## src/rtl/pwm_dac_pkg.sv

```systemverilog
// Shared types and constants for the PWM DAC output stage.
package pwm_dac_pkg;

  // Occupancy of the single-entry sample hold register.
  typedef enum logic {
    HOLD_EMPTY = 1'b0,
    HOLD_FULL  = 1'b1
  } hold_state_e;

  localparam int PWM_DW_DEF = 4;

  // Number of ticks in one PWM period for a given sample width.
  function automatic int period_len(input int dw);
    return 2 ** dw;
  endfunction

endpackage

```

## src/rtl/pwm_dac_prescaler.sv

```systemverilog
// Divides clk down to a one-cycle PWM tick every PRESC clocks.
module pwm_dac_prescaler #(
  parameter int PRESC = 1
) (
  input  logic clk,
  input  logic rst,
  output logic tick
);

  localparam int CW = (PRESC > 1) ? $clog2(PRESC) : 1;
  localparam logic [CW-1:0] PRE_LAST = CW'(PRESC - 1);

  logic [CW-1:0] pre_cnt_q;
  logic [CW-1:0] pre_cnt_d;

  // Tick on the last count of each prescale window, then wrap to zero.
  always_comb begin
    tick      = (pre_cnt_q == PRE_LAST);
    pre_cnt_d = tick ? '0 : pre_cnt_q + CW'(1);
  end

  // Prescale counter register.
  always_ff @(posedge clk) begin
    if (rst) pre_cnt_q <= '0;
    else     pre_cnt_q <= pre_cnt_d;
  end

endmodule

```

## src/rtl/pwm_dac_stage.sv

```systemverilog
// PWM DAC output stage: takes DW-bit codes over valid/ready and turns them
// into a PWM stream whose duty is code/2^DW. New codes only load at period
// boundaries so a single period never mixes two codes.
// Optional macro PWM_DAC_COMP_OUT_EN adds the complementary output pwm_out_n.
//
// Handshake: a sample transfers on any rising edge where din_valid and
// din_ready are both high; din_ready depends only on hold occupancy and rst,
// never on din_valid, and the upstream stage must hold din stable until then.
module pwm_dac_stage
  import pwm_dac_pkg::*;
#(
  parameter int DW    = PWM_DW_DEF,
  parameter int PRESC = 1
) (
  input  logic          clk,
  input  logic          rst,
  input  logic [DW-1:0] din,
  input  logic          din_valid,
  output logic          din_ready,
  output logic          pwm_out,
  output logic          period_start,
  output logic          underrun
`ifdef PWM_DAC_COMP_OUT_EN
  ,
  output logic          pwm_out_n
`endif
);

  localparam logic [DW-1:0] TICK_LAST = DW'(period_len(DW) - 1);

  logic          tick;
  logic          boundary;
  logic [DW-1:0] tick_cnt_q, tick_cnt_d;
  logic [DW-1:0] duty_q, duty_d;
  logic [DW-1:0] hold_data_q, hold_data_d;
  hold_state_e   hold_state_q, hold_state_d;
  logic          bnd_q, bnd_d;
  logic          bnd_und_q, bnd_und_d;
  logic          pwm_q, pwm_d;
  logic          ps_q, ps_d;
  logic          und_q, und_d;

  pwm_dac_prescaler #(.PRESC(PRESC)) u_prescaler (
    .clk  (clk),
    .rst  (rst),
    .tick (tick)
  );

  // Tick counter, hold FSM, duty transfer and comparator next-state.
  always_comb begin
    tick_cnt_d   = tick_cnt_q;
    duty_d       = duty_q;
    hold_data_d  = hold_data_q;
    hold_state_d = hold_state_q;

    boundary  = tick && (tick_cnt_q == TICK_LAST);
    din_ready = (hold_state_q == HOLD_EMPTY) && !rst;

    if (tick) tick_cnt_d = tick_cnt_q + DW'(1);

    // Remember that a period began (and whether it began starved) so the
    // markers can line up with the first compare result of that period.
    bnd_d     = boundary;
    bnd_und_d = boundary && (hold_state_q == HOLD_EMPTY);

    case (hold_state_q)
      HOLD_EMPTY: begin
        if (din_valid && din_ready) begin
          hold_data_d  = din;
          hold_state_d = HOLD_FULL;
        end
      end
      HOLD_FULL: begin
        if (boundary) begin
          duty_d       = hold_data_q;
          hold_state_d = HOLD_EMPTY;
        end
      end
      default: hold_state_d = HOLD_EMPTY;
    endcase

    pwm_d = (tick_cnt_q < duty_q);
    ps_d  = bnd_q;
    und_d = bnd_und_q;
  end

  // State registers. Reset counts as the start of a period with nothing held,
  // so the first period after reset is marked like any other.
  always_ff @(posedge clk) begin
    if (rst) begin
      tick_cnt_q   <= '0;
      duty_q       <= '0;
      hold_data_q  <= '0;
      hold_state_q <= HOLD_EMPTY;
      bnd_q        <= 1'b1;
      bnd_und_q    <= 1'b1;
      pwm_q        <= 1'b0;
      ps_q         <= 1'b0;
      und_q        <= 1'b0;
    end else begin
      tick_cnt_q   <= tick_cnt_d;
      duty_q       <= duty_d;
      hold_data_q  <= hold_data_d;
      hold_state_q <= hold_state_d;
      bnd_q        <= bnd_d;
      bnd_und_q    <= bnd_und_d;
      pwm_q        <= pwm_d;
      ps_q         <= ps_d;
      und_q        <= und_d;
    end
  end

  assign pwm_out      = pwm_q;
  assign period_start = ps_q;
  assign underrun     = und_q;

`ifdef PWM_DAC_COMP_OUT_EN
  logic pwm_n_q;

  // Complementary output from the same compare result, so it is always the
  // exact inverse of pwm_out with no dead time.
  always_ff @(posedge clk) begin
    if (rst) pwm_n_q <= 1'b1;
    else     pwm_n_q <= ~pwm_d;
  end

  assign pwm_out_n = pwm_n_q;
`endif

endmodule

```

## config.mk

```make
export PLATFORM = sky130hd
export DESIGN_NAME = pwm_dac_stage
export DESIGN_NICKNAME = d
export VERILOG_FILES = /design/src/rtl/pwm_dac_pkg.sv /design/src/rtl/pwm_dac_prescaler.sv /design/src/rtl/pwm_dac_stage.sv
export SDC_FILE = /design/constraint.sdc
export NUM_CORES = 1
export LEC_CHECK = 0
export CAP_MARGIN = 20
export CORE_MARGIN = 8
export CORE_UTILIZATION = 46
export CTS_CLUSTER_SIZE = 30
export DETAILED_ROUTE_END_ITERATION = 10
export PLACE_DENSITY_LB_ADDON = 0.05
export SETUP_SLACK_MARGIN = 0.1
export SLEW_MARGIN = 25
export SYNTH_ARGS = -nofsm -noshare
export SYNTH_HDL_FRONTEND = slang
export SYNTH_SLANG_ARGS = --single-unit
```

## constraint.sdc

```tcl
create_clock -name clk -period 1.1 [get_ports clk]
set_input_delay 0.22 -clock clk [delete_from_list [all_inputs] [get_ports clk]]
set_output_delay 0.22 -clock clk [all_outputs]
set_load 0.02 [all_outputs]
```

==> flow_metrics.tcl, run 1 <==
set metrics [dict create \
    outcome "finished clean" \
    synth_compound_area_frac 0.0377 \
    post-place-cells 105 \
    required_ns 1.28 \
    die_area_mm2 0.00332 \
    finalHoldViolations 0 \
    route.detailed.drc 0 \
    post_synth_and_or_nand_nor_area_fraction 0.231 \
    yosysTopAreaCell "dfxtp_1" \
    synth_area_um2 797 \
    grt_start_max_net_pins 23 \
    core_area_mm2 0.00167 \
    slew_violations 0 \
    cts_buffer_depth 2 \
    antenna_left 0 \
    rows 15 \
    arrival_ns 1.26 \
    synth_xor_xnor_area_share 0.0330 \
    start_util 0.477 \
    vias_per_cell 4.72 \
    nets 107 \
    tritoncts "done" \
    grt.total_usage 0.0775 \
    yosys.area_share.adder 0.0628 \
    cap_violations 0 \
    insertion_delay_ns 0.28 \
    power_mw 1.24 \
    port_buffers 10 \
    grt-ovfl-total 0 \
    yosys-top-cells-area "dfxtp_1 (48%), mux2i_1 (11%), nand2b_1 (7.8%)" \
    yosysWarnings 0 \
    path_class "reg -> reg" \
    antenna_found_initial 0 \
    h-tree-depth 1 \
    synth_commonest_cells "dfxtp_1 (19), nand2b_1 (10), nor2_1 (10)" \
    post_drt_wl_per_cell_um 10.7 \
    via_count 529 \
    area_delta_synth_final_pct 30.3 \
    finalCritPeriodShare 0.979 \
    synth_seq_cells 19 \
    setup_viol 0 \
    critPathMaxFanout 5 \
    cts_root_buffer "clkbuf_4" \
    synth_nets 86 \
    die_y_um 57.6 \
    grt_pass1_wl_mm 2.08 \
    drive_gt1_frac 0.316 \
    power.density_mw_per_mm2 1190 \
    synth_edf_count 0 \
    synthCells 75 \
    place.gp.congestion 0.686 \
    setup_slack_ns 0.0227 \
    drt_pre_antenna_iters 3 \
    synth_mux_area_frac 0.113 \
    worst_setup_path_end_kind "flip-flop" \
    clkSinkCount 19 \
    synth.avg_cell_area_um2 10.6 \
    ys_async_sr_fraction 0 \
    place_ws_ns -0.491 \
    leakage_nw 0.467 \
    synth_top_family_by_area "simple AND/OR/NAND/NOR gates" \
    ios 11 \
    yosysMostFrequentCell "dfxtp_1" \
    skew_ns 0.00401 \
    ir_drop_v 0.000715 \
    routed_wl_mm 1.20 \
    yosysSeqAreaShare 0.477 \
    diodes 0 \
    die_w_um 57.6 \
    grt_pass1_vias 523 \
    period_needed_ns 1.08 \
    synth_cell_type_count 22 \
    rsz0062_at_grt "yes" \
    cts_hold_buffers 0 \
    final_cells 112 \
    cts_made_buffers 3 \
    hpwl_um 878 \
    clock.fmax_ghz 0.928 \
    drt_iter0_drc 3 \
    synth_top_area_frac 0.477 \
    synth-main-ff-cell "dfxtp_1" \
    clk_pin_slew_ns 0.10 \
    min_path_type "reg -> reg" \
    tns_ns 0 \
    cp-start-kind "flip-flop" \
]
## layout by cell type (no fill, tap or decap), types with 2 or more instances in the layout
cell | Yosys | layout
dfxtp_4 | 0 | 2
xor2_1 | 2 | 2
ha_4 | 0 | 2
dfxtp_2 | 0 | 5
nand2b_1 | 10 | 10
clkdlybuf4s50_1 | 0 | 5
nor2b_1 | 3 | 3
dfxtp_1 | 19 | 12
ha_1 | 4 | 2
buf_6 | 0 | 2
buf_4 | 1 | 11
mux2i_1 | 9 | 9
inv_1 | 4 | 4
nor2_1 | 10 | 9
clkbuf_4 | 0 | 3
## worst max-delay path: stages (launching register included)
cell and delay (ns):
dfxtp_4 0.38, ha_4 0.14, nand4b_4 0.14, nor2_8 0.15
buf_4 0.13, nor3_2 0.03
## routing by layer
metal / track usage / vias up / wire [um]
li1: - / 283 / -
met1: 0.0895 / 239 / 539
met2: 0.125 / 7 / 594
met3: 0.0353 / 0 / 66
met4: 0.0214 / 0 / 0
met5: 0 / - / 0
## cell type report
type | count | area, um^2
flip-flops and latches | 19 | 394
multi-input cells | 49 | 417
repair buffers | 19 | 164
inverters | 4 | 15.0
clock buffers | 3 | 22.5
fillers | 160 | 632
well taps | 17 | 21.3
clock inverters | 1 | 5.00
## worst paths after layout
path	from	endpoint	slack [ns]	cells after the start
setup / recovery	tick_cnt_q[1]$_SDFFE_PP0N_	hold_state_q$_SDFF_PP0_	0.02	5
hold / removal	bnd_q$_SDFF_PP1_	period_start$_SDFF_PP0_	0.45	1
setup reg to reg	tick_cnt_q[1]$_SDFFE_PP0N_	hold_state_q$_SDFF_PP0_	0.02	5
hold reg to reg	bnd_q$_SDFF_PP1_	period_start$_SDFF_PP0_	0.45	1
## stage by stage
step                instance area, um^2  hold WS, ns  utilization
global placement                    980        0.418        0.587
CTS                                1010        0.456        0.604
floorplan                           831        0.367            -
detailed placement                  980        0.428        0.587
global route                       1040        0.475        0.622
finish                             1040        0.448        0.622
## state kept, by name, indices dropped and copies added (netlist names)
signal and count:
bnd_und_q 1, period_start 1, hold_data_q 4, hold_state_q 1, underrun 1, duty_q 4, tick_cnt_q 4, u_prescaler.pre_cnt_q 1
bnd_q 1, pwm_out 1
## kinds of logic after synthesis
kind of cell,Yosys count
other,1
AO/OA/AOI/OAI,4
AND/OR/NAND/NOR,28
multiplexers,9
XOR/XNOR,3
flip-flops,19
adder cells (fa/ha/maj),4
buffers and inverters,7
## where the power goes
group	total (mW)	internal [mW]	switching, mW
logic	0.169	0.0993	0.0702
clock network	0.331	0.135	0.196
registers	0.738	0.718	0.0199
total	1.24	0.952	0.286
## repair_timing
item,4_1_cts,5_1_grt
gates resized for setup,23,6
endpoints found under the setup margin,15,16
pin swaps,4,2
buffers inserted,1,2
Power figures use the tool's default switching activity.
==> run 2: changes to the inputs <==
--- a/config.mk
+++ b/config.mk
@@ -11,6 +11,7 @@
 export CTS_CLUSTER_SIZE = 30
 export DETAILED_ROUTE_END_ITERATION = 10
 export PLACE_DENSITY_LB_ADDON = 0.05
+export REMOVE_ABC_BUFFERS = 1
 export SETUP_SLACK_MARGIN = 0.1
 export SLEW_MARGIN = 25
 export SYNTH_ARGS = -nofsm -noshare
==> flow_metrics.tcl, run 2 (synthesis results as in run 1) <==
set metrics [dict create \
    outcome "finished clean" \
    combPwrFrac 0.132 \
    route.detailed.drc 0 \
    tritoncts "done" \
    rows 15 \
    place_ws_ns -0.459 \
    arrival_ns 1.26 \
    grt_start_max_net_pins 23 \
    r2r_slack_ns 0.02 \
    seq_power_share 0.592 \
    timing.rr.end "hold_state_q$_SDFF_PP0_" \
    cts_buffer_depth 2 \
    antenna_left 0 \
    setup_viol 0 \
    place_area_um2 961 \
    diodes 0 \
    vias_per_cell 4.80 \
    critPathMaxFanout 5 \
    leakage_nw 0.477 \
    tns_ns 0 \
    power.density_mw_per_mm2 1180 \
    cts_made_buffers 3 \
    hold_start "bnd_q$_SDFF_PP1_" \
    path_class "reg -> reg" \
    ir_drop_v 0.000562 \
    drt_iter0_drc 2 \
    ios 11 \
    p_sw_mw 0.301 \
    drive_gt1_frac 0.375 \
    cap_violations 0 \
    cp_slowest_cell "dfxtp_4" \
    cts_root_buffer "clkbuf_4" \
    slew_violations 0 \
    post_drt_wl_per_cell_um 11.2 \
    start_util 0.477 \
    hpwl_um 844 \
    die_area_mm2 0.00332 \
    grt-ovfl-total 0 \
    power.share.clock 0.277 \
    routed_wl_mm 1.27 \
    core_area_mm2 0.00167 \
    switching_share 0.240 \
    r2r_start "tick_cnt_q[1]$_SDFFE_PP0N_" \
    period_needed_ns 1.08 \
    nets 108 \
    area_delta_synth_final_pct 33.3 \
    cp-start-kind "flip-flop" \
    skew_ns 0.00163 \
    grt_pass1_wl_mm 2.21 \
    final_cells 113 \
    top_regs "duty_q (4), hold_data_q (4), tick_cnt_q (4)" \
    whs_ns 0.445 \
    die_y_um 57.6 \
    port_buffers 10 \
    worst_setup_path_end_kind "flip-flop" \
    p_int_mw 0.952 \
    rsz0062_at_grt "yes" \
    min_path_type "reg -> reg" \
    final_cell_mix "nor2_1 (10), nand2b_1 (10), mux2i_1 (9), dfxtp_2 (9), buf_4 (9)" \
    via_count 542 \
    grt.total_usage 0.0871 \
    holdPathEnd "period_start$_SDFF_PP0_" \
    clkSinkCount 19 \
    reg2regPathDepth 5 \
    die_w_um 57.6 \
    antenna_found_initial 0 \
    post-place-cells 107 \
    finalCritPeriodShare 0.980 \
    setup_slack_ns 0.0223 \
    nFillCells 151 \
    h-tree-depth 1 \
    required_ns 1.29 \
    insertion_delay_ns 0.29 \
    grt_pass1_vias 524 \
    min_path_cells 1 \
    design_area_mm2 0.00106 \
    utilization 0.636 \
    place.gp.congestion 0.657 \
    clock.fmax_ghz 0.928 \
    cpPeakStageDelay_ns 0.38 \
    path_cells "ha_4 -> nand4b_4 -> nor2_8 -> buf_4 -> nor3_2" \
    clk_pin_slew_ns 0.11 \
    drt_pre_antenna_iters 2 \
    power_mw 1.25 \
    finalHoldViolations 0 \
]
-- run 2: cell count changes in the layout (fill, tap and decap cells not counted) --
cell	change
nor2_2	-1
inv_2	+1
inv_1	-1
dfxtp_2	+4
dfxtp_1	-4
buf_4	-2
nor2_1	+1
ha_2	+1
buf_6	+3
ha_1	-1
-- run 2: power groups by stage --
stage / clock [mW] / sequential (mW) / combinational [mW]
finish: 0.347 / 0.742 / 0.165
global route: 0.391 / 0.747 / 0.181
CTS: 0.364 / 0.739 / 0.157
detailed placement: 0 / 0.751 / 0.159
global placement: 0 / 0.750 / 0.157
floorplan: 0 / 0.760 / 0.0692
-- run 2: worst max path at each step --
stage                               startpoint                      end  slack (ns)
floorplan           tick_cnt_q[0]$_SDFFE_PP0N_   duty_q[0]$_SDFFE_PP0P_      -0.001
global placement                           rst                din_ready       -0.46
detailed placement                         rst                din_ready       -0.46
CTS                 tick_cnt_q[1]$_SDFFE_PP0N_   duty_q[3]$_SDFFE_PP0P_       -0.02
global route        tick_cnt_q[0]$_SDFFE_PP0N_   duty_q[0]$_SDFFE_PP0P_       -0.05
finish              tick_cnt_q[1]$_SDFFE_PP0N_  hold_state_q$_SDFF_PP0_        0.02
-- run 2: cell type report --
cell class              count  area, um^2  area share
repair buffers             20         183       0.172
clock buffers               3        22.5      0.0212
multi-input cells          49         417       0.392
clock inverters             1        5.00     0.00471
well taps                  17        21.3      0.0200
inverters                   4        15.0      0.0141
flip-flops and latches     19         399       0.376
-- run 2: repair_timing --
item,4_1_cts,5_1_grt
setup buffers,0,2
setup endpoints to repair,17,15
hold buffers,0,0
gates resized for setup,31,14
pin swaps,4,4
-- run 2: metal layers --
metal,track usage,part of all wire,vias up
met2,0.138,0.47,8
met4,0.0750,0.021,0
met1,0.0883,0.47,248
li1,-,-,284
met5,0,0,-
met3,0.0331,0.037,2
-- run 2: worst max-delay path, delay by kind of cell (launching register included) --
| kind | cells | cell delay [ns] |
|---|---|---|
| fa+ha+maj | 1 | 0.14 |
| buf+inv | 1 | 0.13 |
| flops | 1 | 0.38 |
| simple gates | 3 | 0.32 |
==> run 3: changes to the inputs <==
--- a/config.mk
+++ b/config.mk
@@ -11,9 +11,11 @@
 export CTS_CLUSTER_SIZE = 30
 export DETAILED_ROUTE_END_ITERATION = 10
 export PLACE_DENSITY_LB_ADDON = 0.05
+export RECOVER_POWER = 25
 export REMOVE_ABC_BUFFERS = 1
 export SETUP_SLACK_MARGIN = 0.1
 export SLEW_MARGIN = 25
 export SYNTH_ARGS = -nofsm -noshare
 export SYNTH_HDL_FRONTEND = slang
 export SYNTH_SLANG_ARGS = --single-unit
+export TNS_END_PERCENT = 20
==> flow_metrics.tcl, run 3 (synthesis results as in run 1) <==
set metrics [dict create \
    whs_ns 0.445 \
    tritoncts "done" \
    utilization 0.630 \
    holdPathEnd "period_start$_SDFF_PP0_" \
    cpPeakStageDelay_ns 0.38 \
    routed_wl_mm 1.27 \
    r2r_start "tick_cnt_q[1]$_SDFFE_PP0N_" \
    tns_ns 0 \
    hold_start "bnd_q$_SDFF_PP1_" \
    finalCritPeriodShare 0.999 \
    clk_pin_slew_ns 0.11 \
    clkSinkCount 19 \
    grt_pass1_wl_mm 2.15 \
    worst_setup_path_end_kind "flip-flop" \
    final_cells 113 \
    route.detailed.drc 0 \
    h-tree-depth 1 \
    r2r_slack_ns 0.001 \
    setup_viol 0 \
    cts_buffer_depth 2 \
    place.gp.congestion 0.657 \
    via_count 543 \
    final_common_cell "dfxtp_2" \
    antenna_found_initial 0 \
    area_delta_synth_final_pct 32.0 \
    slew_violations 0 \
    grt.total_usage 0.0848 \
    outcome "finished clean" \
    grt_start_max_net_pins 23 \
    top_regs "duty_q (4), hold_data_q (4), tick_cnt_q (4)" \
    rsz0062_at_grt "yes" \
    min_path_type "reg -> reg" \
    power_mw 1.25 \
    critPathMaxFanout 5 \
    hpwl_um 844 \
    final_cell_mix "dfxtp_2 (11), nor2_1 (10), nand2b_1 (10)" \
    clock.fmax_ghz 0.910 \
    required_ns 1.28 \
    ios 11 \
    path_class "reg -> reg" \
    cp_slowest_cell "dfxtp_4" \
    timing.rr.end "hold_state_q$_SDFF_PP0_" \
    path_cells "ha_4 -> nand4b_4 -> nor2_8 -> buf_4 -> nor3_2" \
    cts_hold_buffers 0 \
    period_needed_ns 1.10 \
    insertion_delay_ns 0.29 \
    reg2regPathDepth 5 \
    leakage_nw 0.477 \
    die_y_um 57.6 \
    finalHoldViolations 0 \
    cts_made_buffers 3 \
    post-place-cells 107 \
    ir_drop_v 0.000562 \
    drt_iter0_drc 2 \
    die_area_mm2 0.00332 \
    core_area_mm2 0.00167 \
    grt-ovfl-total 0 \
    cap_violations 0 \
    arrival_ns 1.27 \
    crit_start "tick_cnt_q[1]$_SDFFE_PP0N_" \
    cp-start-kind "flip-flop" \
    rows 15 \
    post_drt_wl_per_cell_um 11.2 \
    die_w_um 57.6 \
    skew_ns 0.00164 \
    vias_per_cell 4.81 \
    drive_gt1_frac 0.375 \
    port_buffers 10 \
    drt_pre_antenna_iters 2 \
    grt_pass1_vias 499 \
    diodes 0 \
    power.density_mw_per_mm2 1190 \
    antenna_left 0 \
    start_util 0.477 \
    nets 108 \
    min_path_cells 1 \
    cts_root_buffer "clkbuf_4" \
]
run 3: changes by cell type in the layout (fill, tap and decap cells not counted), sizes merged:
cell,before,now
clkbuf,3,4
buf,14,13
run 3: worst max-delay path by stage:
stage,to,slack (ns)
floorplan,duty_q[0]$_SDFFE_PP0P_,-0.001
global placement,din_ready,-0.46
detailed placement,din_ready,-0.46
CTS,duty_q[3]$_SDFFE_PP0P_,-0.03
global route,duty_q[0]$_SDFFE_PP0P_,-0.06
finish,hold_state_q$_SDFF_PP0_,0.001
run 3: area by class of cell:
type                            instances  area [um^2]
Clock buffer                            3         22.5
Clock inverter                          1         5.00
Fill cell                             154          618
Inverter                                4         15.0
Multi-Input combinational cell         49          414
Sequential cell                        19          398
Tap cell                               17         21.3
Timing Repair Buffer                   20          176
run 3: report_power, final:
part           total, mW  switching, mW  internal [mW]
logic              0.164         0.0682         0.0955
clock network      0.347          0.212          0.135
registers          0.743         0.0211          0.722
total               1.25          0.301          0.953
run 3: routing by layer:
metal / part of all wire / up-vias / track usage
met3: 0.037 / 2 / 0.0331
met1: 0.47 / 249 / 0.0871
met2: 0.47 / 8 / 0.132
li1: - / 284 / -
met4: 0.021 / 0 / 0.0750
met5: 0 / - / 0
run 3: per-stage QoR:
step                      instance area [um^2]  worst slack, ns
after floorplan                            779         -0.00119
after global routing                      1050          -0.0601
after CTS                                  991          -0.0261
after global placement                     961           -0.463
final                                     1050          0.00102
after detailed placement                   961           -0.459
run 3: repair_timing:
action	4_1_cts	5_1_grt
pin swaps	5	4
gates resized for setup	25	18
buffers inserted	0	2
setup endpoints to repair	17	17
run 3: worst max-delay path: cells and delay by family, from the launching register on:
kind                     cells  cell delay, ns
adder cells (fa/ha/maj)      1            0.14
flip-flops                   1            0.38
buffers and inverters        1            0.13
AND/OR/NAND/NOR              3            0.33
